**src/rtl/bcd_conv_seq_if.sv**
```systemverilog
// Handshake bundle for the sequential binary-to-BCD converter.
// The converter drives the slave side and the producer of data_i drives the master side.
interface bcd_conv_seq_if #(
  parameter int DATA_W = 8,
  parameter int DIGITS = 3
);
  logic [DATA_W-1:0]   data_i;
  logic                valid_i;
  logic                ready_o;
  logic [4*DIGITS-1:0] bcd_o;
  logic                valid_o;
  logic                overflow_o;

  modport master (
    output data_i,
    output valid_i,
    input  ready_o,
    input  bcd_o,
    input  valid_o,
    input  overflow_o
  );

  modport slave (
    input  data_i,
    input  valid_i,
    output ready_o,
    output bcd_o,
    output valid_o,
    output overflow_o
  );
endinterface

```
**src/rtl/bcd_conv_seq.sv**
```systemverilog
// Sequential double-dabble converter: one binary bit per cycle into DIGITS packed BCD
// nibbles, saturating to all nines when the value does not fit.
module bcd_conv_seq #(
  parameter int DATA_W = 8,
  parameter int DIGITS = 3
) (
  input  logic clk_i,
  input  logic srst_i,
  bcd_conv_seq_if.slave bus
);

  localparam int CNT_W = $clog2(DATA_W + 1);
  localparam int BCD_W = 4 * DIGITS;
  localparam logic [CNT_W-1:0] LAST_CNT = CNT_W'(DATA_W - 1);

  typedef enum logic {
    IDLE  = 1'b0,
    SHIFT = 1'b1
  } state_t;

  function automatic logic [3:0] dabble_adj(input logic [3:0] d);
    return (d >= 4'd5) ? (d + 4'd3) : d;
  endfunction

  function automatic logic [BCD_W-1:0] sat_bcd(input logic ovf, input logic [BCD_W-1:0] v);
    logic [BCD_W-1:0] r;
    r = v;
    if (ovf) begin
      for (int k = 0; k < DIGITS; k++) begin
        r[4*k +: 4] = 4'd9;
      end
    end
    return r;
  endfunction

  state_t              state_q, state_d;
  logic [DATA_W-1:0]   shift_q;
  logic [BCD_W-1:0]    scratch_q;
  logic [CNT_W-1:0]    cnt_q;
  logic                ovf_q;
  logic [BCD_W-1:0]    bcd_q;
  logic                ovf_out_q;
  logic                vld_q;

  logic                accept;
  logic                last;
  logic                ready;
  logic [BCD_W-1:0]    adj;
  logic [BCD_W-1:0]    scratch_nxt;
  logic [DATA_W-1:0]   shift_nxt;
  logic                shift_out;
  logic                ovf_nxt;

  // One double-dabble iteration: correct every digit, then shift {scratch, shift} left.
  always_comb begin
    adj = '0;
    for (int k = 0; k < DIGITS; k++) begin
      adj[4*k +: 4] = dabble_adj(scratch_q[4*k +: 4]);
    end
    {shift_out, scratch_nxt, shift_nxt} = {adj, shift_q, 1'b0};
    ovf_nxt = ovf_q | shift_out;
  end

  always_ff @(posedge clk_i) begin
    if (srst_i) begin
      state_q <= IDLE;
    end else begin
      state_q <= state_d;
    end
  end

  always_comb begin
    state_d = state_q;
    ready   = 1'b0;
    accept  = 1'b0;
    last    = 1'b0;
    case (state_q)
      IDLE: begin
        ready = 1'b1;
        if (bus.valid_i) begin
          accept  = 1'b1;
          state_d = SHIFT;
        end
      end
      SHIFT: begin
        if (cnt_q == LAST_CNT) begin
          last    = 1'b1;
          state_d = IDLE;
        end
      end
      default: state_d = IDLE;
    endcase
  end

  always_ff @(posedge clk_i) begin
    if (srst_i) begin
      shift_q   <= '0;
      scratch_q <= '0;
      cnt_q     <= '0;
      ovf_q     <= 1'b0;
      bcd_q     <= '0;
      ovf_out_q <= 1'b0;
      vld_q     <= 1'b0;
    end else begin
      vld_q <= last;
      if (accept) begin
        shift_q   <= bus.data_i;
        scratch_q <= '0;
        cnt_q     <= '0;
        ovf_q     <= 1'b0;
      end else if (state_q == SHIFT) begin
        shift_q   <= shift_nxt;
        scratch_q <= scratch_nxt;
        cnt_q     <= cnt_q + CNT_W'(1);
        ovf_q     <= ovf_nxt;
      end
      // Result registers change only on completion; a new accept leaves them alone.
      if (last) begin
        bcd_q     <= sat_bcd(ovf_nxt, scratch_nxt);
        ovf_out_q <= ovf_nxt;
      end
    end
  end

  assign bus.ready_o    = ready;
  assign bus.bcd_o      = bcd_q;
  assign bus.valid_o    = vld_q;
  assign bus.overflow_o = ovf_out_q;

endmodule

```
**src/flat_wrapper.sv**
```systemverilog
// flat-port wrapper written by rule: the top's interface ports become plain ports
module bcd_conv_seq_flat 
#(
  parameter int DATA_W = 8,
  parameter int DIGITS = 3
)
  (clk_i, srst_i, bus_data_i, bus_valid_i, bus_ready_o, bus_bcd_o, bus_valid_o, bus_overflow_o);
  bcd_conv_seq_if #(.DATA_W(DATA_W), .DIGITS(DIGITS)) bus_i ();
  input  logic clk_i;
  input  logic srst_i;
  input wire logic [$bits(bus_i.data_i)-1:0] bus_data_i;
  input wire logic [$bits(bus_i.valid_i)-1:0] bus_valid_i;
  output wire logic [$bits(bus_i.ready_o)-1:0] bus_ready_o;
  output wire logic [$bits(bus_i.bcd_o)-1:0] bus_bcd_o;
  output wire logic [$bits(bus_i.valid_o)-1:0] bus_valid_o;
  output wire logic [$bits(bus_i.overflow_o)-1:0] bus_overflow_o;
  assign bus_i.data_i = bus_data_i;
  assign bus_i.valid_i = bus_valid_i;
  assign bus_ready_o = bus_i.ready_o;
  assign bus_bcd_o = bus_i.bcd_o;
  assign bus_valid_o = bus_i.valid_o;
  assign bus_overflow_o = bus_i.overflow_o;
  bcd_conv_seq #(.DATA_W(DATA_W), .DIGITS(DIGITS)) u_core (.clk_i(clk_i), .srst_i(srst_i), .bus(bus_i));
endmodule
```
**config.mk**
```make
export PLATFORM = sky130hd
export DESIGN_NAME = bcd_conv_seq_flat
export DESIGN_NICKNAME = d
export VERILOG_FILES = /design/src/rtl/bcd_conv_seq_if.sv /design/src/rtl/bcd_conv_seq.sv /design/src/flat_wrapper.sv
export SDC_FILE = /design/constraint.sdc
export NUM_CORES = 1
export LEC_CHECK = 0
export ABC_AREA = 0
export BUFFER_PORTS_ARGS = -buffer_cell sky130_fd_sc_hd__buf_2
export CELL_PAD_IN_SITES_DETAIL_PLACEMENT = 0
export CELL_PAD_IN_SITES_GLOBAL_PLACEMENT = 1
export CORE_ASPECT_RATIO = 2
export CORE_UTILIZATION = 46
export CTS_CLUSTER_DIAMETER = 80
export CTS_CLUSTER_SIZE = 16
export DETAILED_ROUTE_END_ITERATION = 12
export GPL_TIMING_DRIVEN = 1
export PLACE_DENSITY = 0.86
export SYNTH_ARGS = -nofsm -noshare
export SYNTH_HDL_FRONTEND = slang
export SYNTH_SLANG_ARGS = --single-unit
```
**constraint.sdc**
```tcl
create_clock -name clk_i -period 3.79 [get_ports clk_i]
set_input_delay 0.379 -clock clk_i [delete_from_list [all_inputs] [get_ports clk_i]]
set_output_delay 0.379 -clock clk_i [all_outputs]
set_load 0.01 [all_outputs]
```
==> metrics.txt <==
Final nets=253; internal power=661 uW; Netlist cell types=34; die area=0.00449 mm^2; top cell type's share of synthesized area=41.3%; Post-Synth Adder-Cell Area=4.52%; design area=0.00220 mm^2; Port-buffer cells=25; cell row count=33; RSZ-0062 raised after global routing=no; post-CTS setup buffer count=0; CTS root buf=clkbuf_8; Placed Cells=280; Levels on crit path=6; die width=47.9 um; R2R depth=6; status=completed; final WL=4240 um; GRT Total Usage=22.0%; final critical-path share of the clock period=60.0%; die outline height=93.8 um; Initial Utilization=47.9%; slowest CP cell=nor3_1; synthesized area per cell=9.10 um^2; switching part of the total=24.7%; Comb pwr share=9.4%; Post-Synth Simple-Gate Area=18.6%; Core Region=0.00405 mm^2; largest stage delay on the critical path=820 ps; Slew Limit Headroom=32.8%; vias=1573; DPL Wire Length=3010 um; first-pass GRT wire length=6890 um; crit path cell chain=inv_1 > ha_1 > nand2b_1 > nor3b_1 > nor3_1 > a311oi_1; post-synthesis cell type with the largest combined area=dfxtp_1; Final ANT Viol Nets=0; min cycle time layout=2270 ps; Clock Sinks=40; Critical Path AT=2390 ps; placed inst area=0.00209 mm^2; CTS HTree Levels=2; antenna violations before repair=0; Compound-Gate Fraction of Synth Area=24.1%; share of post-route cells with drive strength above 1=19.5%; largest family of logic cells by synthesized area=compound AO/OA/AOI/OAI gates; Netlist Area Pre-Place=0.00194 mm^2; Hold Fails Final Rpt=0; I/O pins=26; Seq pwr share=50.9%; xor/xnor cell area share of the yosys netlist=1.36%; Remaining Overflow, GRT=0; CTS buffer count=5; sequential share of the synthesized area=41.3%; area grow syn2layout=13.4%; Clock Tree Buf Depth=2; Iteration-0 DRC Markers=49; number of buffers and inverters on the critical path=1; FMAX=0.440 GHz; Synth area leaders=dfxtp_1 41%, nor2_1 6.2%, mux2i_1 5.2%; clock share of power=39.8%; max cap viols=0; worst slew pin tran=1000 ps; post-synthesis mux area share=5.16%; Max Slew Vio Count=0; PwrDens=399 mW/mm^2; Largest delay share family, worst path=simple AND/OR/NAND/NOR gates; total negative slack=0 ps; Hold Path Class=in -> reg; Hold Crit Depth=3; sw power=217 uW; CP endpoint kind=register; DR DRC count=0; CTS Hold Bufs=0; crit path kind=reg -> reg; TritonCTS clock tree=built; post-cts sizing count=0; clk_lat worst skew=300 ps; RD Place Congestion=0.807; drt pass-1 iters=4; leak pwr=0.889 nW; drt wl/cell=14.7 um; Synth Register Bits=40; worst-path fanout max=7; Worst Path Required=3910 ps; maximum vdd drop=0.301 mV; Post-Syn Instances=213; ant diodes=0; Worst Clk Skew=4.07 ps; number of synthesis warnings=0; Mapped Nets=231; Final Non-Filler Cells=288; vias in the first global route=1488; vias per cell=5.46; CP startpoint kind=register; largest net degree at the start of global routing=25; CTS clk-pin slew, worst paths=80 ps; setup violators final=0
power groups by stage:
stage | Clock (mW) | Combinational [mW] | Sequential (mW)
after global placement | 0 | 0.0815 | 0.456
after detailed placement | 0 | 0.0829 | 0.457
after CTS | 0.357 | 0.0837 | 0.446
after floorplan | 0 | 0.0683 | 0.449
after global routing | 0.371 | 0.0923 | 0.449
final | 0.349 | 0.0823 | 0.447
logic make-up (layout without fill, tap and decap cells):
kind of cell	count (synthesis)	count (layout)
mux	10	10
xor+xnor	3	3
simple gates	72	72
compound gates	59	59
fa+ha+maj	7	7
flops	40	40
buf+inv	22	45
per-layer routing:
metal / wire [um] / global-route usage (%) / vias up
met4: 131 / 12.3 / 0
met3: 105 / 4.62 / 9
met2: 2300 / 36.7 / 27
met5: 0 / 0 / -
li1: - / - / 801
met1: 1700 / 24.0 / 736
state kept, by name (all words and copies together), names as in the netlist:
| name | count |
|---|---|
| u_core.bus.overflow_o | 1 |
| u_core.ovf_q | 1 |
| u_core.cnt_q | 4 |
| u_core.state_q | 1 |
| u_core.bus.valid_o | 1 |
| u_core.shift_q | 8 |
| u_core.scratch_q | 12 |
| u_core.bus.bcd_o | 12 |
placed cells by master, fill, tap and decap left out, types with 4 or more instances in the layout:
master / count
nor2b_1: 4
nor3b_1: 6
nand2_1: 6
mux2i_1: 10
a311oi_1: 6
nand2b_1: 10
buf_2: 25
o32ai_2: 6
inv_1: 9
nor2_1: 32
a211oi_1: 13
a21oi_1: 15
a21o_1: 7
ha_1: 7
dfxtp_1: 40
clkbuf_8: 5
worst register-to-register path, cell delays in order (launching register included):
cell      delay [ps]
dfxtp_1          410
inv_1             90
ha_1             170
nand2b_1         210
nor3b_1          200
nor3_1           820
a311oi_1         210
Yosys cell counts, drive strengths merged:
master,count
dfxtp,40
xnor2,1
clkbuf,5
nand2,6
inv,9
nand2b,10
a21o,7
mux2i,10
nand3,2
nor2b,4
a211o,2
xor2,2
a311oi,6
ha,7
o32ai,6
buf,7
o41ai,1
nor3b,7
a31oi,2
a211oi,13
or3,2
and3,1
o21ai,4
nor3,3
a21oi,15
clkinv,1
o21ba,3
and2,4
nand4,1
nor2,32
area by class of cell:
class	count	area, um^2
Sequential cell	40	801
Tap cell	52	65.1
Clock inverter	2	35.0
Fill cell	425	1850
Clock buffer	6	72.6
Timing Repair Buffer	27	140
Multi-Input combinational cell	151	1050
Inverter	10	37.5
path summary, 6_finish.rpt:
check | start | to | slack (ps)
hold / removal | bus_data_i[0] | u_core.shift_q[0]$_SDFFE_PP0P_ | 380
hold reg to reg | u_core.ovf_q$_SDFFE_PP0P_ | u_core.ovf_q$_SDFFE_PP0P_ | 460
setup / recovery | u_core.scratch_q[9]$_SDFFE_PP0P_ | u_core.bus.bcd_o[8]$_SDFFE_PP0P_ | 1520
setup reg to reg | u_core.scratch_q[9]$_SDFFE_PP0P_ | u_core.bus.bcd_o[8]$_SDFFE_PP0P_ | 1520
metrics by stage:
stage / hold WS, ps / worst slack, ps / utilization [%] / total power [mW]
after global placement: 446 / 1620 / 51.7 / 0.538
after CTS: 367 / 1520 / 54.3 / 0.887
after global routing: 371 / 1420 / 54.3 / 0.913
after detailed placement: 452 / 1540 / 51.7 / 0.539
after floorplan: 435 / 2060 / - / 0.518
final: 378 / 1520 / 54.3 / 0.878
(Power assumes the default switching activity.)
